$ cat config.mk
export PLATFORM = sky130hd
export DESIGN_NAME = step_incrementer
export DESIGN_NICKNAME = d
export VERILOG_FILES = /design/src/rtl/step_incrementer.sv
export SDC_FILE = /design/constraint.sdc
export NUM_CORES = 1
export LEC_CHECK = 0
export CAP_MARGIN = 20
export CORE_MARGIN = 2
export CORE_UTILIZATION = 42
export DETAILED_ROUTE_END_ITERATION = 8
export GPL_ROUTABILITY_DRIVEN = 0
export GPL_TIMING_DRIVEN = 0
export PLACE_DENSITY_LB_ADDON = 0.08
export SETUP_SLACK_MARGIN = 0.3
export SLEW_MARGIN = 20
export SYNTH_ARGS = -nofsm -noshare
export SYNTH_HDL_FRONTEND = slang
export SYNTH_SLANG_ARGS = --single-unit
$ cat constraint.sdc
create_clock -name clk_i -period 1.7 [get_ports clk_i]
set_input_delay 0.34 -clock clk_i [delete_from_list [all_inputs] [get_ports clk_i]]
set_output_delay 0.34 -clock clk_i [all_outputs]
set_load 0.05 [all_outputs]
$ cat src/rtl/step_incrementer.sv
// step_incrementer: emits count_i values from a base, stepping the field at bit LSB_IDX and above.
// Define STEP_INCREMENTER_SAT_EN to make the stepped field saturate instead of wrapping.
module step_incrementer #(
  parameter int WIDTH      = 8,
  parameter int POWER_OF_2 = 0
) (
  input  logic             clk_i,
  input  logic             rst_ni,
  input  logic             start_i,
  input  logic [WIDTH-1:0] start_data_i,
  input  logic [WIDTH-1:0] count_i,
  output logic [WIDTH-1:0] data_o,
  output logic             valid_o,
  input  logic             ready_i,
  output logic             busy_o,
  output logic             done_o,
  output logic             wrap_o
);

  localparam int LSB_IDX = 1 << POWER_OF_2;
  localparam int FW      = WIDTH - LSB_IDX;

  typedef enum logic {
    IDLE = 1'b0,
    RUN  = 1'b1
  } state_t;

  state_t           state_q, state_d;
  logic [WIDTH-1:0] data_q, data_d;
  logic [WIDTH-1:0] remaining_q, remaining_d;
  logic             done_q, done_d;
  logic             wrap_q, wrap_d;
  logic [FW-1:0]    field;
  logic [FW:0]      field_inc;
`ifdef STEP_INCREMENTER_SAT_EN
  // Set after the first overflow so later overflow attempts stay silent.
  logic             sat_q, sat_d;
`endif

  assign field     = data_q[WIDTH-1:LSB_IDX];
  assign field_inc = {1'b0, field} + (FW+1)'(1);

  always_comb begin
    state_d     = state_q;
    data_d      = data_q;
    remaining_d = remaining_q;
    done_d      = 1'b0;
    wrap_d      = 1'b0;
`ifdef STEP_INCREMENTER_SAT_EN
    sat_d       = sat_q;
`endif
    case (state_q)
      IDLE: begin
        if (start_i) begin
          data_d      = start_data_i;
          remaining_d = count_i;
`ifdef STEP_INCREMENTER_SAT_EN
          sat_d       = 1'b0;
`endif
          if (count_i != '0) state_d = RUN;
          else               done_d  = 1'b1;
        end
      end
      RUN: begin
        if (ready_i) begin
          if (remaining_q == WIDTH'(1)) begin
            state_d     = IDLE;
            remaining_d = '0;
            done_d      = 1'b1;
          end else begin
            remaining_d = remaining_q - WIDTH'(1);
            data_d[WIDTH-1:LSB_IDX] = field_inc[FW-1:0];
            if (field_inc[FW]) begin
`ifdef STEP_INCREMENTER_SAT_EN
              data_d[WIDTH-1:LSB_IDX] = '1;
              wrap_d = !sat_q;
              sat_d  = 1'b1;
`else
              wrap_d = 1'b1;
`endif
            end
          end
        end
      end
      default: state_d = IDLE;
    endcase
  end

  always_ff @(posedge clk_i) begin
    if (!rst_ni) begin
      state_q     <= IDLE;
      data_q      <= '0;
      remaining_q <= '0;
      done_q      <= 1'b0;
      wrap_q      <= 1'b0;
`ifdef STEP_INCREMENTER_SAT_EN
      sat_q       <= 1'b0;
`endif
    end else begin
      state_q     <= state_d;
      data_q      <= data_d;
      remaining_q <= remaining_d;
      done_q      <= done_d;
      wrap_q      <= wrap_d;
`ifdef STEP_INCREMENTER_SAT_EN
      sat_q       <= sat_d;
`endif
    end
  end

  assign data_o  = data_q;
  assign valid_o = (state_q == RUN);
  assign busy_o  = (state_q == RUN);
  assign done_o  = done_q;
  assign wrap_o  = wrap_q;

endmodule

Word-level counts from Yosys, hierarchy flattened:

Cells that the tools add are included.

* input bits: 20
* flip-flop bits (word level): 19
* logic and storage cells: 39
* output and inout bits: 12

* muxes and demuxes: 19
* reductions and logical operators: 5
* bitwise gates (word level): 3
* equality and inequality tests: 4
* $add $sub $neg: 2

Operator list (count)
* two-way mux 8 bit: 4
* case mux 8 bit (2 select lines): 1
* two-way mux 7 bit: 2
* case mux 7 bit (2 select lines): 1
* two-way mux 1 bit: 9
* adder 7 x 1 -> 8 bit (second input constant): 1
* equality test 8 x 1 -> 1 bit (second input constant): 1
* nonzero test 8 bit: 1
* subtractor 8 x 1 -> 8 bit (second input constant): 1
* != test 2 bit (second input constant): 3
* case mux 1 bit (2 select lines): 2
* AND reduction 2 bit: 2
* OR reduction 4 bit: 1
* inverter 1 bit: 3
* AND reduction 3 bit: 1

Depth between registers and ports, before layout:

Gate-level depths: netlist of the first run.

* depth after elaboration: 4
* gate-level depth with buffers: 7

Worst setup path after synthesis of the first run:

No wires, ideal clock.

* path type: reg2reg
* from: register state_q (netlist: busy_o)
* to: register data_q[6] (netlist: data_o[6])
* clock period less this slack: 1785 ps
* path buffers: 0
* stages on the path, launching flop included: 5
* arrival: 1711 ps
* path slack: -85 ps
* required time: 1626 ps
* setup time: 74 ps
* path through: dfxtp_1 nand2_2 a21o_1 or4_1 a31oi_1

* word-level cells in the longest chain between the ends: 3
* elaborated cells on any way between the ends: 6
* classes of those cells: eq/ne (3); mux (1); bitwise (1); reduce/logical (1)

Ends and longest elaborated chain
* start: declaration: line 28 `state_t state_q, state_d;`
* start signal: assignment: line 100 `state_q <= state_d;`
* inverter 1 bit (no line)
* != test 2 bit (no line)
* AND reduction 3 bit (no line)
* end signal: assignment: line 101 `data_q <= data_d;`
* end: declaration: line 29 `logic [WIDTH-1:0] data_q, data_d;`

Parallel ways exist; a longest one is shown, timed or not.
A chain may end at the register's enable or synchronous reset.

Worst setup path in the final report of the first run:

* from: register remaining_q[1]
* to: register remaining_q[5]

* word-level cells in the longest chain between the ends: 4
* elaborated cells on any way between the ends: 5
* classes of those cells: add/sub (1); eq/ne (1); mux (3)

Ends and longest elaborated chain
* start: declaration: line 30 `logic [WIDTH-1:0] remaining_q, remaining_d;`
* start signal: assignment: line 102 `remaining_q <= remaining_d;`
* subtractor 8 x 1 -> 8 bit / equality test 8 x 1 -> 1 bit (equally long branches): line 71, 66
* two-way mux 8 bit *: line 66 `if (remaining_q == WIDTH'(1)) begin`
* two-way mux 8 bit *: line 65 `if (ready_i) begin`
* case mux 8 bit (2 select lines) *: line 52 `case (state_q)`

Mark *: on every way between the ends. The rest lies on a longest branch, timed or not. The select of a mux whose other input is x is not followed.

==> qor.csv, run 1 <==
stage,metric,value,unit
flow_run,maxCapViolCount,0,
synth,synth.net_count,159,
grt,grt_pass1_wl,5030,µm
critical_path,worstSetupPathType,register to register,
sta,setup_viol,0,
synth,ys_warn_count,0,
final_layout,fin_nets,206,
synth,synthCells,136,
die,coreArea,2480,µm²
grt,grt_max_degree,12,
placement,dpl.hpwl,2190,µm
drt,antenna_left,0,
final_layout,diodes,0,
sta,fin_crit_sh,95.2,%
critical_path,reg2reg_slack,0.08,ns
drt,vias_per_cell,5.79,
critical_path,critPathRequiredTime,1.90,ns
hold_path,hp-start,data_o[0],
critical_path,cp-end-kind,register,
sta,fmax,0.618,GHz
drt,dr.pass1.iters,4,
drt,drt_iter0_markers,36,
synth,synth_area_leaders,"dfxtp_1 (35%), nand2_1 (6.2%), a21oi_1 (5.5%)",
final_layout,fill_cells,228,
synth,syn_area,1090,µm²
power_and_ir_drop,power_density,719,nW/µm²
synth,async_reset_ff_share,0,%
sta,slew_viol_final,0,
critical_path,worst-path-buf-inv,1,
final_layout,final_cell_mix,"clkdlybuf4s50_1 (18), nand2_1 (17), dfxtp_1 (13)",
sta,final_hold_viol_count,0,
critical_path,ff2ff_path_depth,6,
drt,drc,0,
placement,placed_cell_area,1470,µm²
synth,synth_flop_cell,dfxtp_1,
synth,avgSynthCellArea,8.05,µm²
sta,max_slew_margin,61.5,%
drt,vias,1228,
outcome,outcome,completed,
hold_path,hold-path-cell-count,2,
final_layout,fin_area,1660,µm²
hold_path,hp-class,register to register,
die,die_area,3030,µm²
hold_path,min_to,data_o[0],
critical_path,crit_arrival,1.81,ns
die,rows,18,
sta,min_period,1.62,ns
grt,antenna_found_initial,0,
grt,grt_remaining_overflow,0,
critical_path,start_kind,register,
sta,timing.hold.ws,0.468,ns
drt,routed_wl,3420,µm
clock_network,cts_buffers,3,
die,initial_core_util,44.2,%
critical_path,cp_slowest_cell,or4b_4,
final_layout,area_growth,51.3,%
clock_network,ctsHoldBuffers,0,
power_and_ir_drop,leakagePower,0.653,nW
critical_path,regToRegStartpoint,remaining_q[1],
critical_path,regToRegEndpoint,remaining_q[5],
clock_network,clkLatencyLatePin,0.31,ns
die,die_w,55.1,µm
placement,placed_cells,197,
critical_path,critPathTopFamily,compound AO/OA/AOI/OAI gates,
die,ios,32,
critical_path,critical_path.max_fanout,3,
critical_path,path_cells,"inv_2, ha_4, or4b_4, o2111a_1, a21oi_2, o221ai_1",
sta,tns,0,ns
sta,worst_pin_slew,0.577,ns
final_layout,seq_area,393,µm²
synth,synth_seq_area_share,34.7,%
clock_network,cts_root_buffer,clkbuf_4,
synth,synth_top_area_cell,dfxtp_1,
clock_network,cts.sinks,19,
final_layout,layout_commonest_cell,clkdlybuf4s50_1,
die,die_h,55.1,µm
synth,synth_enable_flop_cells,0,
final_layout,final_cells,212,
final_layout,final_util,66.9,%
synth,synth_top_area_share,34.7,%
grt,track_usage,23.1,%
clock_network,clk_pin_slew,0.12,ns
clock_network,cts_tree,built,
final_layout,multi_input_area,768,µm²
synth,yosys.cell_types.count,47,
sta,fin_skew,0.00462,ns
clock_network,cts_max_level,1,
critical_path,max_stage_delay,0.46,ns
synth,ys_ff_latch,19,
placement,io_buffer_count,31,
clock_network,clockBufferDepth,2,
final_layout,drive_gt1_share,31.9,%
power_and_ir_drop,ir_drop,0.000570,V
grt,grt_pass1_vias,1113,
sta,rsz0062_at_grt,yes,
drt,wl_per_cell,16.1,µm
## worst max path at each step
stage / start / cells past startpoint / to
after floorplan: remaining_q[1] / 6 / remaining_q[5]
after global placement: start_i / 6 / data_o[7]
after detailed placement: start_i / 6 / data_o[7]
after CTS: remaining_q[1] / 6 / remaining_q[5]
after global routing: remaining_q[1] / 7 / data_o[5]
final: remaining_q[1] / 6 / remaining_q[5]
## cell families after synthesis
logic type / Yosys count / synth area share, %
muxes: 2 / 1.94
and+or+nand+nor: 60 / 30.2
adders and majority gates: 3 / 3.43
AOI/OAI and AO/OA: 39 / 24.5
buffers and inverters: 13 / 5.26
DFF: 19 / 34.7
## layout make-up
| class | count | area share, % |
|---|---|---|
| multi-input cells | 104 | 46.4 |
| flip-flops and latches | 19 | 23.7 |
| repair buffers | 42 | 21.1 |
| plain buffers | 7 | 3.47 |
| well taps | 30 | 2.27 |
| clock buffers | 3 | 1.36 |
| inverters | 6 | 1.36 |
| clock inverters | 1 | 0.302 |
## where the power goes
| part | leakage [nW] | total (mW) | internal [mW] | switching, mW |
|---|---|---|---|---|
| clock | 0.0177 | 0.245 | 0.0878 | 0.158 |
| combinational | 0.477 | 0.415 | 0.190 | 0.226 |
| sequential | 0.159 | 0.531 | 0.481 | 0.0499 |
## flip-flops by register name, summed over array words and instances (netlist names)
signal,flops
busy_o,1
data_o,8
done_o,1
remaining_q,8
wrap_o,1
## layer usage
layer	track usage (%)	wire, µm
met2	37.3	1610
met4	6.50	25
met3	3.23	257
met5	0	0
met1	31.9	1520
## synthesized netlist by cell type, types with 2 or more instances
| cell | n |
|---|---|
| a32oi_1 | 2 |
| a211oi_1 | 2 |
| o31a_1 | 2 |
| and3_1 | 2 |
| nor3b_1 | 2 |
| a31oi_1 | 6 |
| a22oi_1 | 3 |
| or3_1 | 2 |
| a21oi_1 | 12 |
| nand2_1 | 18 |
| clkbuf_1 | 4 |
| and2_1 | 3 |
| nor4_1 | 3 |
| dfxtp_1 | 19 |
| inv_1 | 6 |
| nor2_1 | 8 |
| nand3_1 | 9 |
| ha_1 | 3 |
| buf_4 | 2 |
## tightest hold or removal path: stages (launching register included)
cell     delay (ns)
dfxtp_1        0.33
nand2_1        0.05
a21oi_1        0.05
## metrics by stage
step	setup slack, ns	total power [mW]
4_1_cts	0.120	1.15
5_1_grt	0.00869	1.26
3_5_place_dp	-0.488	0.879
3_3_place_gp	-0.439	0.872
2_1_floorplan	0.178	0.750
6_report	0.0809	1.19
## what timing repair did
action | 4_1_cts | 5_1_grt
resized for setup | 68 | 23
setup endpoints to repair | 31 | 23
pin swaps | 5 | 7
cloned | 1 | 0
buffers inserted | 6 | 4
Power figures use the tool's default switching activity.
==> run 2, diff against run 1 <==
--- a/config.mk
+++ b/config.mk
@@ -5,9 +5,10 @@
 export SDC_FILE = /design/constraint.sdc
 export NUM_CORES = 1
 export LEC_CHECK = 0
+export ABC_AREA = 1
 export CAP_MARGIN = 20
 export CORE_MARGIN = 2
-export CORE_UTILIZATION = 42
+export CORE_UTILIZATION = 43
 export DETAILED_ROUTE_END_ITERATION = 8
 export GPL_ROUTABILITY_DRIVEN = 0
 export GPL_TIMING_DRIVEN = 0
==> qor.csv, run 2 <==
stage,metric,value,unit
drt,antenna_left,0,
grt,grt_pass1_vias,1374,
placement,placed_cells,254,
sta,setup_viol,0,
clock_network,cts_tree,built,
sta,rsz0062_at_grt,no,
power_and_ir_drop,power.switching,0.439,mW
final_layout,final_cell_mix,"nand2_1 (46), nand3_1 (21), nor2_1 (19)",
synth,avgSynthCellArea,6.38,µm²
drt,vias,1383,
critical_path,critPathTopFamily,buffers and inverters,
synth,syn_area,1220,µm²
critical_path,cp_slowest_cell,clkdlybuf4s50_1,
clock_network,cts_buffers,3,
critical_path,critPathRequiredTime,1.91,ns
power_and_ir_drop,total_power,1.17,mW
final_layout,layout_commonest_cell,nand2_1,
clock_network,cts.sinks,19,
critical_path,worst-path-buf-inv,4,
synth,async_reset_ff_share,0,%
grt,grt_pass1_wl,5700,µm
synth,post-synth-top-count-cell,nand2_1,
synth,synthTopCellsByCount,"nand2_1 (47), nand3_1 (21), nor2_1 (20)",
synth,synth_top_area_share,31.1,%
sta,min_period,1.37,ns
power_and_ir_drop,p_seq_share,44.3,%
drt,drt_iter0_markers,46,
power_and_ir_drop,combPwrFrac,35.1,%
die,die_area,3290,µm²
clock_network,cts_root_buffer,clkbuf_4,
die,die_h,57.4,µm
hold_path,hold-path-cell-count,3,
drt,routed_wl,3380,µm
flow_run,maxCapViolCount,0,
hold_path,min_to,wrap_o,
critical_path,critical_path.max_fanout,10,
synth,synthCells,192,
final_layout,diodes,0,
synth,synth_enable_flop_cells,0,
power_and_ir_drop,switching_share,37.6,%
synth,synth_flop_cell,dfxtp_1,
synth,synth_area_leaders,"dfxtp_1 (31%), nand2_1 (14%), nand3_1 (8.6%)",
die,coreArea,2730,µm²
clock_network,clkLatencyLatePin,0.30,ns
clock_network,clockBufferDepth,2,
hold_path,hp-class,input pin to register,
die,rows,19,
clock_network,ctsHoldBuffers,0,
outcome,outcome,completed,
power_and_ir_drop,p_int,0.729,mW
synth,ys_warn_count,0,
placement,io_buffer_count,31,
synth,synth.net_count,215,
die,initial_core_util,44.8,%
critical_path,max_stage_delay,0.46,ns
sta,final_hold_viol_count,0,
sta,slew_viol_final,0,
final_layout,fin_nets,253,
critical_path,path_cells,"clkdlybuf4s50_1, inv_1, nor2_2, inv_1, buf_4, o21ai_1, a21oi_1",
synth,synth_top_area_cell,dfxtp_1,
sta,max_slew_margin,74.9,%
power_and_ir_drop,power_density,715,nW/µm²
critical_path,regToRegStartpoint,data_o[2],
critical_path,cp_common_cell,inv_1,
power_and_ir_drop,ir_drop,0.000553,V
synth,yosys.cell_types.count,24,
sta,fin_crit_sh,80.5,%
grt,grt_remaining_overflow,0,
critical_path,regToRegEndpoint,data_o[7],
grt,antenna_found_initial,0,
critical_path,crit_arrival,1.57,ns
final_layout,final_cells,260,
die,ios,32,
critical_path,ff2ff_path_depth,8,
sta,fmax,0.730,GHz
critical_path,reg2reg_slack,0.38,ns
critical_path,start_kind,input pin,
power_and_ir_drop,leakagePower,0.737,nW
placement,dpl.hpwl,2530,µm
critical_path,cp-end-kind,register,
clock_network,cts_max_level,1,
sta,worst_pin_slew,0.377,ns
sta,fin_skew,0.00308,ns
grt,grt_max_degree,12,
critical_path,worstSetupPathType,input pin to register,
grt,track_usage,22.1,%
die,die_w,57.4,µm
drt,dr.pass1.iters,4,
drt,vias_per_cell,5.32,
final_layout,area_growth,33.4,%
synth,synth_seq_area_share,31.1,%
power_and_ir_drop,clock_power_share,20.6,%
clock_network,clk_pin_slew,0.12,ns
drt,wl_per_cell,13.0,µm
drt,drc,0,
final_layout,drive_gt1_share,18.3,%
synth,ys_ff_latch,19,
hold_path,hp-start,ready_i,
[run 2: changes by cell type in the layout (fill, tap and decap cells not counted), moves of 4 or more]
cell / before / now
buf_2: 10 / 5
a31oi_1: 6 / 0
inv_2: 1 / 5
o21ai_0: 1 / 15
nand2_1: 17 / 46
xor2_1: 0 / 4
a21oi_1: 8 / 16
inv_1: 5 / 17
nor2_1: 8 / 19
nand3_1: 9 / 21
buf_4: 12 / 5
[run 2: per-stage QoR]
step	hold slack (ns)	TNS [ns]	utilization (%)	area [µm²]	setup WS [ns]
final	0.487	0	59.8	1630	0.331
after global routing	0.506	0	59.8	1630	0.293
after CTS	0.517	0	58.4	1600	0.183
after detailed placement	0.507	-0.357	57.7	1580	-0.0725
after global placement	0.481	-0.0482	57.7	1580	-0.0227
after floorplan	0.473	0	-	1230	0.314
[run 2: worst min-delay path: stages]
cell,delay [ns]
dlymetal6s2s_1,0.19
nand3_4,0.17
nor3_1,0.06
[run 2: final cells by class]
| class | instances | area, µm² |
|---|---|---|
| plain buffers | 5 | 37.5 |
| clock buffers | 3 | 22.5 |
| clock inverters | 1 | 5.00 |
| fillers | 284 | 1100 |
| inverters | 22 | 82.6 |
| multi-input cells | 146 | 751 |
| flip-flops and latches | 19 | 389 |
| well taps | 31 | 38.8 |
| repair buffers | 33 | 308 |
[run 2: power groups by stage]
| stage | Combinational [mW] | Sequential [mW] | Clock [mW] |
|---|---|---|---|
| finish | 0.409 | 0.518 | 0.240 |
| global placement | 0.387 | 0.525 | 0 |
| detailed placement | 0.394 | 0.527 | 0 |
| floorplan | 0.223 | 0.564 | 0 |
| CTS | 0.394 | 0.517 | 0.249 |
| global route | 0.448 | 0.524 | 0.267 |
[run 2: per-layer routing]
metal  global-route usage, %  vias to the layer above  share of wire, %
li1                        -                      703                 -
met1                    24.1                      643                41
met2                    42.5                       31                54
met3                    2.04                        6               3.6
met4                    9.30                        0               1.5
met5                       0                        -                 0
[run 2: repair_timing]
action,4_1_cts,5_1_grt
gates resized for setup,57,15
cloned,0,0
setup endpoints to repair,20,17
buffers inserted,0,2
[run 2: cells by family (layout without fill, tap and decap cells)]
logic type,count (synthesis),count (layout),synth area share (%)
and+or+nand+nor,103,103,38.4
AOI/OAI and AO/OA,36,36,15.3
adders and majority gates,3,3,3.06
buffers and inverters,27,64,9.29
DFF,19,19,31.1
xor gates and xnor gates,4,4,2.86
[run 2: worst max-delay path by stage]
stage	start	endpoint	cells after the start	slack [ns]
2_1_floorplan	data_o[1]	data_o[7]	8	0.31
3_3_place_gp	start_i	remaining_q[5]	9	-0.02
3_5_place_dp	start_i	remaining_q[6]	7	-0.07
4_1_cts	data_o[3]	data_o[3]	1	0.18
5_1_grt	start_i	remaining_q[0]	8	0.29
6_report	start_i	remaining_q[6]	7	0.33
